File: config.mk
export PLATFORM = sky130hd
export DESIGN_NAME = video_timing_gen
export DESIGN_NICKNAME = d
export VERILOG_FILES = /design/src/rtl/video_timing_gen.sv
export SDC_FILE = /design/constraint.sdc
export NUM_CORES = 1
export LEC_CHECK = 0
export ABC_AREA = 1
export CORE_ASPECT_RATIO = 0.7
export CORE_MARGIN = 2
export CORE_UTILIZATION = 47
export CTS_CLUSTER_SIZE = 14
export DETAILED_ROUTE_END_ITERATION = 6
export GPL_ROUTABILITY_DRIVEN = 0
export PLACE_DENSITY = 0.8
export SYNTH_ARGS = -nofsm -noshare
export SYNTH_HDL_FRONTEND = slang
export SYNTH_SLANG_ARGS = --single-unit
File: constraint.sdc
create_clock -name clk -period 2.3 [get_ports clk]
set_clock_uncertainty 0.05 [all_clocks]
set_input_delay 0.345 -clock clk [delete_from_list [all_inputs] [get_ports clk]]
set_output_delay 0.345 -clock clk [all_outputs]
set_load 0.005 [all_outputs]
File: src/rtl/video_timing_gen.sv
// Parametrised raster timing generator and pixel gate for the HDMI/DVI TX path.
// Optional colour-bar fill on FIFO underflow: define VIDEO_TIMING_TEST_PATTERN_EN.
module video_timing_gen #(
  parameter int H_ACTIVE = 640,
  parameter int H_FP     = 16,
  parameter int H_SYNC   = 96,
  parameter int H_BP     = 48,
  parameter int V_ACTIVE = 480,
  parameter int V_FP     = 12,
  parameter int V_SYNC   = 2,
  parameter int V_BP     = 31,
  parameter bit HS_POL   = 1'b0,
  parameter bit VS_POL   = 1'b0,
  parameter int REQ_LEAD = 1,
  parameter int CW       = 11,
  parameter int PW       = 24
) (
  input  logic          clk,
  input  logic          rstin,
  input  logic          enable,
  input  logic          pix_valid,
  input  logic [PW-1:0] pix_data,
  input  logic          clr_underflow,
  output logic          pix_req,
  output logic [CW-1:0] hcount,
  output logic [CW-1:0] vcount,
  output logic          hsync,
  output logic          vsync,
  output logic          de,
  output logic          frame_start,
  output logic [PW-1:0] pix_out,
  output logic          underflow
);

  localparam int H_TOTAL  = H_ACTIVE + H_FP + H_SYNC + H_BP;
  localparam int V_TOTAL  = V_ACTIVE + V_FP + V_SYNC + V_BP;
  localparam int HS_START = H_ACTIVE + H_FP;
  localparam int HS_END   = HS_START + H_SYNC;
  localparam int VS_START = V_ACTIVE + V_FP;
  localparam int VS_END   = VS_START + V_SYNC;
  localparam int H_LAST_I = H_TOTAL - 1;
  localparam int V_LAST_I = V_TOTAL - 1;

  localparam logic [CW-1:0] H_LAST     = H_LAST_I[CW-1:0];
  localparam logic [CW-1:0] V_LAST     = V_LAST_I[CW-1:0];
  localparam logic [CW-1:0] CNT_ONE    = {{(CW-1){1'b0}}, 1'b1};
  localparam logic [CW:0]   EXT_ONE    = {{CW{1'b0}}, 1'b1};
  localparam logic [CW:0]   H_TOT_W    = H_TOTAL[CW:0];
  localparam logic [CW:0]   H_ACT_W    = H_ACTIVE[CW:0];
  localparam logic [CW:0]   V_ACT_W    = V_ACTIVE[CW:0];
  localparam logic [CW:0]   HS_START_W = HS_START[CW:0];
  localparam logic [CW:0]   HS_END_W   = HS_END[CW:0];
  localparam logic [CW:0]   VS_START_W = VS_START[CW:0];
  localparam logic [CW:0]   VS_END_W   = VS_END[CW:0];
  localparam logic [CW:0]   LEAD_W     = REQ_LEAD[CW:0];

  logic [CW-1:0] h_r, v_r;
  logic [CW-1:0] h_nxt_s, v_nxt_s;
  logic [CW:0]   h_ext_s, v_ext_s;
  logic [CW:0]   h_lead_sum_s, h_lead_s, v_lead_s;
  logic          de_s, req_s, hs_act_s, vs_act_s, first_s, miss_s;
  logic [PW-1:0] fill_s;

`ifdef VIDEO_TIMING_TEST_PATTERN_EN
  // Bar index is the count of bar edges k*H_ACTIVE/8 the column has passed.
  function automatic logic [PW-1:0] bar_colour(input logic [CW-1:0] col);
    logic [CW+2:0] col8;
    logic [2:0]    idx;
    col8 = {col, 3'b000};
    idx  = 3'd0;
    for (int k = 1; k < 8; k++) begin
      if (int'(col8) >= k * H_ACTIVE) idx = 3'(k);
    end
    case (idx)
      3'd0:    bar_colour = PW'(24'hFFFFFF);
      3'd1:    bar_colour = PW'(24'h00FFFF);
      3'd2:    bar_colour = PW'(24'hFFFF00);
      3'd3:    bar_colour = PW'(24'h00FF00);
      3'd4:    bar_colour = PW'(24'hFF00FF);
      3'd5:    bar_colour = PW'(24'h0000FF);
      3'd6:    bar_colour = PW'(24'hFF0000);
      default: bar_colour = PW'(24'h000000);
    endcase
  endfunction
`endif

  // Next raster position and the position REQ_LEAD cycles ahead (at most one line wrap).
  always_comb begin
    h_ext_s = {1'b0, h_r};
    v_ext_s = {1'b0, v_r};
    if (h_r == H_LAST) begin
      h_nxt_s = '0;
      v_nxt_s = (v_r == V_LAST) ? '0 : v_r + CNT_ONE;
    end else begin
      h_nxt_s = h_r + CNT_ONE;
      v_nxt_s = v_r;
    end
    h_lead_sum_s = h_ext_s + LEAD_W;
    if (h_lead_sum_s >= H_TOT_W) begin
      h_lead_s = h_lead_sum_s - H_TOT_W;
      v_lead_s = (v_r == V_LAST) ? '0 : v_ext_s + EXT_ONE;
    end else begin
      h_lead_s = h_lead_sum_s;
      v_lead_s = v_ext_s;
    end
    de_s     = (h_ext_s < H_ACT_W) && (v_ext_s < V_ACT_W);
    req_s    = (h_lead_s < H_ACT_W) && (v_lead_s < V_ACT_W);
    hs_act_s = (h_ext_s >= HS_START_W) && (h_ext_s < HS_END_W);
    vs_act_s = (v_ext_s >= VS_START_W) && (v_ext_s < VS_END_W);
    first_s  = (h_r == '0) && (v_r == '0);
  end

  // Raster counters and registered timing outputs; counters idle on the last
  // blank line so the first enabled line gives pix_req room to lead.
  always_ff @(posedge clk or posedge rstin) begin
    if (rstin) begin
      h_r         <= '0;
      v_r         <= V_LAST;
      hcount      <= '0;
      vcount      <= '0;
      de          <= 1'b0;
      pix_req     <= 1'b0;
      frame_start <= 1'b0;
      hsync       <= ~HS_POL;
      vsync       <= ~VS_POL;
    end else if (!enable) begin
      h_r         <= '0;
      v_r         <= V_LAST;
      hcount      <= '0;
      vcount      <= '0;
      de          <= 1'b0;
      pix_req     <= 1'b0;
      frame_start <= 1'b0;
      hsync       <= ~HS_POL;
      vsync       <= ~VS_POL;
    end else begin
      h_r         <= h_nxt_s;
      v_r         <= v_nxt_s;
      hcount      <= h_r;
      vcount      <= v_r;
      de          <= de_s;
      pix_req     <= req_s;
      frame_start <= first_s;
      hsync       <= hs_act_s ? HS_POL : ~HS_POL;
      vsync       <= vs_act_s ? VS_POL : ~VS_POL;
    end
  end

  // Sticky underflow: a miss in the same cycle as a clear keeps the flag set.
  always_ff @(posedge clk or posedge rstin) begin
    if (rstin) begin
      underflow <= 1'b0;
    end else begin
      underflow <= miss_s | (underflow & ~clr_underflow);
    end
  end

  // Pixel gate onto the active region.
  always_comb begin
    miss_s = de & ~pix_valid;
`ifdef VIDEO_TIMING_TEST_PATTERN_EN
    fill_s = bar_colour(hcount);
`else
    fill_s = '0;
`endif
    if (de && pix_valid) begin
      pix_out = pix_data;
    end else if (de) begin
      pix_out = fill_s;
    end else begin
      pix_out = '0;
    end
  end

endmodule

Word level (Yosys, flattened, before mapping). Index checks and enable logic that the tools add are counted.

Order comparisons: 9. Add/subtract/negate cells: 5. Bitwise operators: 5. Mux-type cells: 18. Reduce and logical (&&, ||, !) cells: 8. Equality and inequality tests: 3.

Operators with widths (count): $mux 11 (7); $mux 12 (3); $add 11x1->12 const B (2); $mux 24 (1); $add 11x1->11 const B (2); $eq 11x10->1 const B (2); $logic_not 11->1 (2); $lt 11x10->1 const B (2); $lt 11x9->1 const B (2); $ge 12x10->1 const B (1); $lt 12x10->1 const B (1); $lt 12x9->1 const B (1); $sub 12x10->12 const B (1); $ge 11x10->1 const B (1); $ge 11x9->1 const B (1); $mux 1 (7); $logic_and 1x1->1 (6); $and 1x1->1 (2); $ne 2x1->1 const B (1); $not 1->1 (2); $or 1x1->1 (1).

Bits in registers: 50. Output and inout port bits: 52.

Depth between registers and ports, before layout. Gate-level depths: netlist (run 1).

Depth after elaboration: 6. Depth in mapped cells: 13.

Worst setup path after synthesis (run 1). Ideal clock, no wire load.

Kind: register to register. From: register v_r[2]. To: register pix_req. Data required time: 2.124 ns. Path buffers: 1. Cell stages (with the launch flop): 13. Slack: 0.710 ns. Clock period less this slack: 1.590 ns. Arrival time: 1.415 ns. Cell sequence: dfstp_2 buf_2 nand2_1 nor2_2 nand2_1 nand2_1 nand2_1 nor2_1 nand2_1 nor2_1 nor2_1 nand2_1 a21oi_2.

Cells in the longest elaborated chain, start to end: 6.

RTL lines: from (decl) (RTL line 57) `logic [CW-1:0] h_r, v_r;`; from (signal assigned) (RTL line 138) `v_r <= v_nxt_s;`; $add 11x1->12 or $eq 11x10->1 (tied branches) (RTL line 101) `v_lead_s = (v_r == V_LAST) ? '0 : v_ext_s + EXT_ONE;`; $mux 12 (RTL line 101); $mux 12 * (RTL line 99) `if (h_lead_sum_s >= H_TOT_W) begin`; $lt 12x9->1 * (RTL line 107) `req_s = (h_lead_s < H_ACT_W) && (v_lead_s < V_ACT_W);`; $logic_and 1x1->1 * (RTL line 107); $mux 1 * (RTL line 126) `end else if (!enable) begin`; to (signal assigned) (RTL line 142) `pix_req <= req_s;`; to (decl) (RTL line 24) `output logic pix_req,`.

Every way passes the cells marked *; elsewhere a longest branch is shown, timed or not. A chain may end at the register's enable or synchronous reset.

Final worst setup path (run 1).
From: input pix_valid. To: output pix_out[1].

Cells in the longest elaborated chain, start to end: 2.

RTL lines: from (decl) (RTL line 21) `input logic pix_valid,`; $logic_and 1x1->1 (RTL line 166) `if (de && pix_valid) begin`; $mux 24 (RTL line 166); to (decl) (RTL line 31) `output logic [PW-1:0] pix_out,`.

No other way between the ends.

==> results.json, run 1 <==
{
  "crit_fanout": 24,
  "p_int_mw": 1.17,
  "setup_slack_ns": 0.191,
  "p_sw_mw": 0.366,
  "area_growth_pct": 36.0,
  "layout_commonest_cell": "nand2_1",
  "die_w_um": 94.3,
  "synth-edff-count": 0,
  "initial_core_util": 0.500,
  "end_kind": "output pin",
  "outcome": "completed",
  "seqPwrFrac": 0.583,
  "worst_pin_slew_ns": 0.414,
  "cts_hold_buffers": 0,
  "yosysSeqAreaShare": 0.469,
  "post_cts_resized": 0,
  "firstDrtPassIters": 4,
  "cts_tree": "yes",
  "clock.fmax_mhz": 474,
  "fin_crit_ns": 2.11,
  "track_usage": 0.221,
  "fp-row-count": 22,
  "cts_num_sinks": 50,
  "nets": 476,
  "first_iter_violations": 210,
  "dr_total_vias": 2486,
  "setup_viol_count_final": 0,
  "switching_share": 0.238,
  "reg2reg_from": "v_r[0]$_DFFE_PP0P_",
  "grt_pass1_wl_mm": 10.6,
  "dieArea_um2": 6340,
  "seq_area_um2": 1260,
  "synth.avg_cell_area_um2": 7.46,
  "yosysTopAreaCellShare": 0.420,
  "wl_per_cell_um": 12.8,
  "numCtsBuffers": 5,
  "synth_area_leader_cell": "dfrtp_1",
  "fill_cells": 451,
  "insertedDiodeCount": 0,
  "p_comb_frac": 0.081,
  "synth.cell_area_um2": 2680,
  "holdWs_ns": 0.290,
  "port_buffers": 80,
  "antenna_left": 0,
  "finalWirelength_mm": 6.60,
  "io-pin-count": 81,
  "ys.flop_type": "dfrtp_1",
  "grt_max_degree": 26,
  "slew_headroom": 0.723,
  "clkPwrFrac": 0.337,
  "worstSkewPairLatency_ns": 0.31,
  "clk_pin_slew_ns": 0.09,
  "drive_above_1_share": 0.101,
  "multi_input_area_um2": 1060,
  "route.detailed.drc": 0,
  "h-tree-depth": 2,
  "tns_ns": 0,
  "reg2reg_depth": 10,
  "rrSetupSlack_ns": 0.40,
  "async_reset_ff_frac": 1.00,
  "hp-class": "in -> async",
  "path_class": "in -> out",
  "final-max-slew-violation-count": 0,
  "die_y_um": 67.2,
  "ys_ff_latch": 50,
  "cts_max_path_buffers": 2,
  "p_leak_nw": 1.88,
  "antenna_found_initial": 0,
  "arrival_ns": 1.71,
  "hold_violations": 0,
  "ir_drop_mv": 0.250,
  "power.density_nw_per_um2": 421,
  "report.power.total_mw": 1.54,
  "cts_root_buffer": "clkbuf_8",
  "ys_warn_count": 0,
  "fin_area_um2": 3650,
  "placed_area_um2": 3560,
  "synth_nets": 393,
  "critical_path.startpoint_type": "input pin",
  "synth_cells": 360,
  "overflow": 0,
  "cp.required_ns": 1.90,
  "grt_pass1_vias": 2190,
  "coreArea_um2": 5370,
  "cts_setup_buffers": 0,
  "maxCapViolations": 0,
  "hpwl_mm": 5.11,
  "rsz0062_at_grt": "false",
  "rr_endpoint": "pix_req$_DFF_PP0_",
  "layout_common_cells": "nand2_1, clkdlybuf4s50_1, inv_1, nor2_1, dfrtp_1",
  "via_per_inst": 4.82,
  "synth.distinct_cells": 32,
  "pre_cts_slack_ns": 0.174,
  "min_period_over_period": 0.917,
  "ys_top_cells_by_area": "dfrtp_1, nand2_1, inv_1"
}
## cell type report
| cell class | instances | share of cell area |
|---|---|---|
| repair buffers | 84 | 0.228 |
| clock inverters | 2 | 0.00377 |
| multi-input cells | 216 | 0.291 |
| well taps | 72 | 0.0247 |
| clock buffers | 6 | 0.0199 |
| flip-flops and latches | 50 | 0.344 |
| inverters | 86 | 0.0884 |
## power by group through the flow
stage / Sequential, mW / Clock (mW) / Combinational (mW)
floorplan: 0.912 / 0 / 0.0503
global placement: 0.912 / 0 / 0.123
detailed placement: 0.913 / 0 / 0.125
CTS: 0.896 / 0.531 / 0.126
global route: 0.897 / 0.568 / 0.139
finish: 0.895 / 0.517 / 0.124
## worst max-delay path, stage by stage
cell and delay [ns]:
clkdlybuf4s50_1 0.48, nand2_1 0.05, buf_4 0.20, nor2_1 0.12, clkdlybuf4s50_1 0.51
## worst max-delay path by stage
stage               startpoint           end  cells after the start
floorplan                rstin  de$_DFF_PP0_                      1
finish               pix_valid    pix_out[1]                      5
global placement     pix_valid    pix_out[0]                      5
detailed placement   pix_valid    pix_out[1]                      5
CTS                  pix_valid    pix_out[1]                      5
global route         pix_valid    pix_out[0]                      5
## state kept, by name, indices dropped and copies added, names as in the netlist
register	cells
underflow	1
h_r	11
de	1
pix_req	1
hsync	1
frame_start	1
vcount	11
vsync	1
v_r	11
hcount	11
## through the flow
step	std cells	util
finish	516	0.680
CTS	516	0.680
detailed placement	508	0.664
floorplan	360	-
global placement	508	0.664
global route	516	0.680
## cells in the mapped netlist, drive strengths merged, types with 4 or more instances
library cell	number
ha	4
o21ai	10
inv	84
a21oi	4
nand3	24
dfrtp	45
nor2	62
buf	5
nand4	6
o22ai	7
nand2	88
dfstp	5
## metal layers
layer	part of all wire	global-route usage	wire length, µm
met1	0.45	0.312	2980
met2	0.44	0.344	2890
met3	0.10	0.0670	684
met4	0.0070	0.0435	46
met5	0	0	0
## cell families (layout without fill, tap and decap cells)
logic type               after synthesis  count (layout)  share of synthesized area
flip-flops                            50              50                      0.469
AND/OR/NAND/NOR                      187             187                      0.304
buffers and inverters                 94             178                      0.135
AO/OA/AOI/OAI                         21              21                     0.0606
XOR/XNOR                               4               4                     0.0131
adder cells (fa/ha/maj)                4               4                     0.0186
Note: power is estimated with default switching activity, not from simulation.
==> run 2, diff against run 1 <==
- CORE_UTILIZATION: 47 -> 50
- PLACE_DENSITY: 0.8 -> 0.84
- clock period: 2.3 -> 2.61 ns (I/O delays scaled with it)
==> results.json, run 2 (synthesis results as in run 1) <==
{
  "cp.buffers_inverters": 3,
  "path_class": "in -> out",
  "cts_root_buffer": "clkbuf_8",
  "critical_path.most_common_cell": "clkdlybuf4s50_1",
  "worst_pin_slew_ns": 0.399,
  "grt_pass1_wl_mm": 11.2,
  "holdWs_ns": 0.380,
  "ir_drop_mv": 0.342,
  "initial_core_util": 0.516,
  "port_buffers": 80,
  "overflow": 0,
  "first_iter_violations": 178,
  "placed_area_um2": 3580,
  "via_per_inst": 4.91,
  "layout_commonest_cell": "nand2_1",
  "fin_area_um2": 3680,
  "maxCapViolations": 0,
  "path_cells": "clkdlybuf4s50_1 -> nand2_1 -> buf_4 -> nor2_1 -> clkdlybuf4s50_1",
  "dr_total_vias": 2533,
  "layout_common_cells": "nand2_1, clkdlybuf4s50_1, inv_1, nor2_1, dfrtp_1",
  "cp_slowest_cell": "clkdlybuf4s50_1",
  "hpwl_mm": 5.28,
  "crit_fanout": 24,
  "reg2reg_depth": 10,
  "tns_ns": 0,
  "die_w_um": 91.6,
  "fp-row-count": 22,
  "antenna_left": 0,
  "critical_path.startpoint_type": "input pin",
  "rrSetupSlack_ns": 0.74,
  "cts_tree": "yes",
  "end_kind": "output pin",
  "post_cts_resized": 0,
  "grt_pass1_vias": 2438,
  "die_y_um": 65.3,
  "worstSkewPairLatency_ns": 0.31,
  "cts_setup_buffers": 0,
  "report.power.total_mw": 1.39,
  "cts_num_sinks": 50,
  "finalWirelength_mm": 6.71,
  "fill_cells": 389,
  "cp.required_ns": 2.17,
  "rsz0062_at_grt": "false",
  "drive_above_1_share": 0.104,
  "clock.fmax_mhz": 452,
  "min_period_over_period": 0.849,
  "nets": 476,
  "clk_pin_slew_ns": 0.09,
  "fin_crit_ns": 2.21,
  "slowest_delay_ns": 0.53,
  "setup_viol_count_final": 0,
  "numCtsBuffers": 5,
  "insertedDiodeCount": 0,
  "cts_hold_buffers": 0,
  "track_usage": 0.240,
  "coreArea_um2": 5200,
  "slew_headroom": 0.731,
  "arrival_ns": 1.77,
  "crit_family": "buffers and inverters",
  "outcome": "completed",
  "reg2reg_from": "v_r[0]$_DFFE_PP0P_",
  "io-pin-count": 81,
  "firstDrtPassIters": 4,
  "dieArea_um2": 5980,
  "finish.utilization": 0.707,
  "area_growth_pct": 37.0,
  "antenna_found_initial": 0,
  "h-tree-depth": 2,
  "p_leak_nw": 1.88,
  "route.detailed.drc": 0,
  "grt_max_degree": 51,
  "final-max-slew-violation-count": 0,
  "rr_endpoint": "pix_req$_DFF_PP0_",
  "power.density_nw_per_um2": 378,
  "cts_max_path_buffers": 2,
  "hp-class": "in -> async",
  "wl_per_cell_um": 13.0,
  "hold_violations": 0
}
==> run 2: cell types whose count changed in the layout (fill, tap and decap cells not counted), sizes merged <==
| cell | before | now |
|---|---|---|
| clkinvlp | 0 | 1 |
| clkinv | 3 | 2 |
==> run 2: final cells by class <==
cell class / instances / area, µm² / area share
clock buffer: 6 / 82.6 / 0.0225
inverter: 86 / 323 / 0.0878
sequential: 50 / 1260 / 0.342
clock inverter: 2 / 16.3 / 0.00442
multi-input combinational: 216 / 1060 / 0.289
timing repair buffer: 84 / 843 / 0.229
tap: 72 / 90.1 / 0.0245
==> run 2: where the power goes <==
group / switching (mW) / internal, mW / total (mW)
combinational: 0.0515 / 0.0598 / 0.111
clock: 0.272 / 0.219 / 0.490
sequential: 0.00669 / 0.783 / 0.789
total: 0.330 / 1.06 / 1.39
==> run 2: worst max path at each step <==
stage	start	end	slack [ns]	cells after the start
CTS	pix_valid	pix_out[3]	0.38	5
floorplan	rstin	de$_DFF_PP0_	0.98	1
global route	pix_valid	pix_out[3]	0.30	5
detailed placement	pix_valid	pix_out[3]	0.38	5
global placement	pix_valid	pix_out[9]	0.45	5
finish	pix_valid	pix_out[3]	0.40	5
==> run 2: stage by stage <==
stage / cells / setup WS (ns)
2_1_floorplan: 360 / 0.976
3_3_place_gp: 508 / 0.446
3_5_place_dp: 508 / 0.383
4_1_cts: 516 / 0.383
5_1_grt: 516 / 0.298
6_report: 516 / 0.395
==> run 2: worst reg2reg max path, cell delays in order (launching register included) <==
cell     delay (ns)
dfrtp_1        0.47
inv_1          0.16
ha_1           0.19
inv_1          0.05
nor2_1         0.16
nand3_1        0.18
nand3_1        0.18
nand3_1        0.08
nor2_1         0.11
nand2_1        0.07
a21oi_2        0.11
==> run 2: per-layer routing <==
layer / wire length (µm) / global-route usage
met5: 0 / 0
met4: 71 / 0.0739
met1: 2830 / 0.304
met2: 3230 / 0.416
met3: 573 / 0.0505
==> run 3, diff against run 2 <==
- CORE_UTILIZATION: 50 -> 43
- PLACE_DENSITY: 0.84 -> 0.77
- clock period: 2.61 -> 1.8 ns (I/O delays scaled with it)
==> results.json, run 3 (synthesis results as in run 1) <==
{
  "final_cells": 541,
  "crit_fanout": 7,
  "clk_pin_slew_ns": 0.09,
  "hold_path_end": "underflow$_DFF_PP0_",
  "path_class": "reg -> reg",
  "grt_max_degree": 51,
  "drive_above_1_share": 0.179,
  "slew_headroom": 0.705,
  "h-tree-depth": 2,
  "hold_violations": 0,
  "p_sw_mw": 0.473,
  "cp.required_ns": 1.99,
  "layout_commonest_cell": "nand2_1",
  "reg2reg_depth": 9,
  "clkPwrFrac": 0.377,
  "layout_common_cells": "nand2_1, inv_1, nor2_1, clkdlybuf4s50_1, dfrtp_1",
  "reg2reg_from": "h_r[1]$_DFF_PP0_",
  "power.density_nw_per_um2": 537,
  "worstSkewPairLatency_ns": 0.31,
  "grt_pass1_wl_mm": 10.9,
  "die_y_um": 70.1,
  "die_w_um": 98.4,
  "p_int_mw": 1.65,
  "track_usage": 0.197,
  "cts_num_sinks": 50,
  "seqPwrFrac": 0.541,
  "numCtsBuffers": 5,
  "fill_cells": 504,
  "cts_tree": "yes",
  "port_buffers": 80,
  "fp-row-count": 24,
  "arrival_ns": 1.99,
  "hpwl_mm": 4.88,
  "final-max-slew-violation-count": 0,
  "antenna_left": 0,
  "worst_pin_slew_ns": 0.439,
  "fin_crit_ns": 1.80,
  "initial_core_util": 0.438,
  "io-pin-count": 81,
  "min_period_over_period": 0.998,
  "cts_hold_buffers": 0,
  "cts_max_path_buffers": 2,
  "rrSetupSlack_ns": 0.004,
  "critical_path.startpoint_type": "flip-flop",
  "finalWirelength_mm": 6.99,
  "placed_area_um2": 3660,
  "rr_endpoint": "v_r[8]$_DFFE_PP0P_",
  "fin_area_um2": 3940,
  "overflow": 0,
  "maxCapViolations": 0,
  "grt_pass1_vias": 2346,
  "nets": 495,
  "clock.fmax_mhz": 557,
  "antenna_found_initial": 0,
  "p_leak_nw": 2.12,
  "first_iter_violations": 218,
  "placed_cells": 522,
  "wl_per_cell_um": 12.9,
  "finish.utilization": 0.643,
  "end_kind": "flip-flop",
  "outcome": "completed",
  "coreArea_um2": 6130,
  "hp-class": "in -> reg",
  "ir_drop_mv": 0.251,
  "cts_root_buffer": "clkbuf_8",
  "firstDrtPassIters": 5,
  "rsz0062_at_grt": "true",
  "insertedDiodeCount": 0,
  "switching_share": 0.223,
  "dr_total_vias": 2646,
  "area_growth_pct": 46.9,
  "worstHoldStart": "pix_valid",
  "p_comb_frac": 0.082,
  "dieArea_um2": 6900,
  "route.detailed.drc": 0,
  "setup_viol_count_final": 0,
  "hold_depth": 2,
  "via_per_inst": 4.89
}
-- run 3: metal layers --
metal,up-vias,track usage,share of wire
met1,1219,0.266,0.43
li1,1271,-,-
met3,24,0.0571,0.089
met5,-,0,0
met2,132,0.311,0.46
met4,0,0.0578,0.023
-- run 3: how the worst max path moves through the flow --
stage | from | endpoint | slack [ns] | depth (start not counted)
2_1_floorplan | v_r[2]$_DFFE_PP1P_ | pix_req$_DFF_PP0_ | 0.21 | 12
3_3_place_gp | pix_valid | pix_out[16] | -0.11 | 5
3_5_place_dp | pix_valid | pix_out[7] | -0.15 | 5
4_1_cts | h_r[1]$_DFF_PP0_ | v_r[9]$_DFFE_PP1P_ | -0.02 | 9
5_1_grt | h_r[1]$_DFF_PP0_ | v_r[1]$_DFFE_PP0P_ | -0.11 | 9
6_report | h_r[1]$_DFF_PP0_ | v_r[8]$_DFFE_PP0P_ | 0.004 | 9
-- run 3: worst max-delay path, stage by stage, from the launching register on --
cell     delay, ns
dfrtp_2       0.42
ha_4          0.17
nand3_4       0.12
inv_4         0.09
nand2_4       0.05
nor3_4        0.20
nand3_4       0.12
nor2_4        0.30
inv_4         0.10
o22ai_2       0.10
-- run 3: cell type report --
class / count / area [µm²] / share of cell area
tap: 78 / 97.6 / 0.0248
inverter: 86 / 328 / 0.0832
timing repair buffer: 103 / 990 / 0.251
multi-input combinational: 216 / 1160 / 0.293
clock inverter: 2 / 37.5 / 0.00952
sequential: 50 / 1260 / 0.320
clock buffer: 6 / 72.6 / 0.0184
-- run 3: metrics by stage --
step	worst slack (ns)	hold WS, ns	TNS (ns)	power [mW]
2_1_floorplan	0.210	0.309	0	1.23
3_3_place_gp	-0.112	0.445	-2.40	1.33
3_5_place_dp	-0.146	0.451	-2.77	1.34
4_1_cts	-0.0157	0.289	-0.0157	2.12
5_1_grt	-0.110	0.183	-1.17	2.19
6_report	0.00428	0.162	0	2.12
-- run 3: what timing repair did --
action                     CTS  global route
pin swaps                    1             7
buffers inserted             0            10
cloned                       1             0
setup endpoints to repair   25            31
resized for setup           25            34
-- run 3: power by group through the flow --
stage | Clock (mW) | Combinational [mW] | Sequential (mW)
6_report | 0.799 | 0.174 | 1.15
5_1_grt | 0.849 | 0.194 | 1.15
4_1_cts | 0.800 | 0.172 | 1.14
3_5_place_dp | 0 | 0.171 | 1.16
3_3_place_gp | 0 | 0.168 | 1.16
2_1_floorplan | 0 | 0.0643 | 1.17
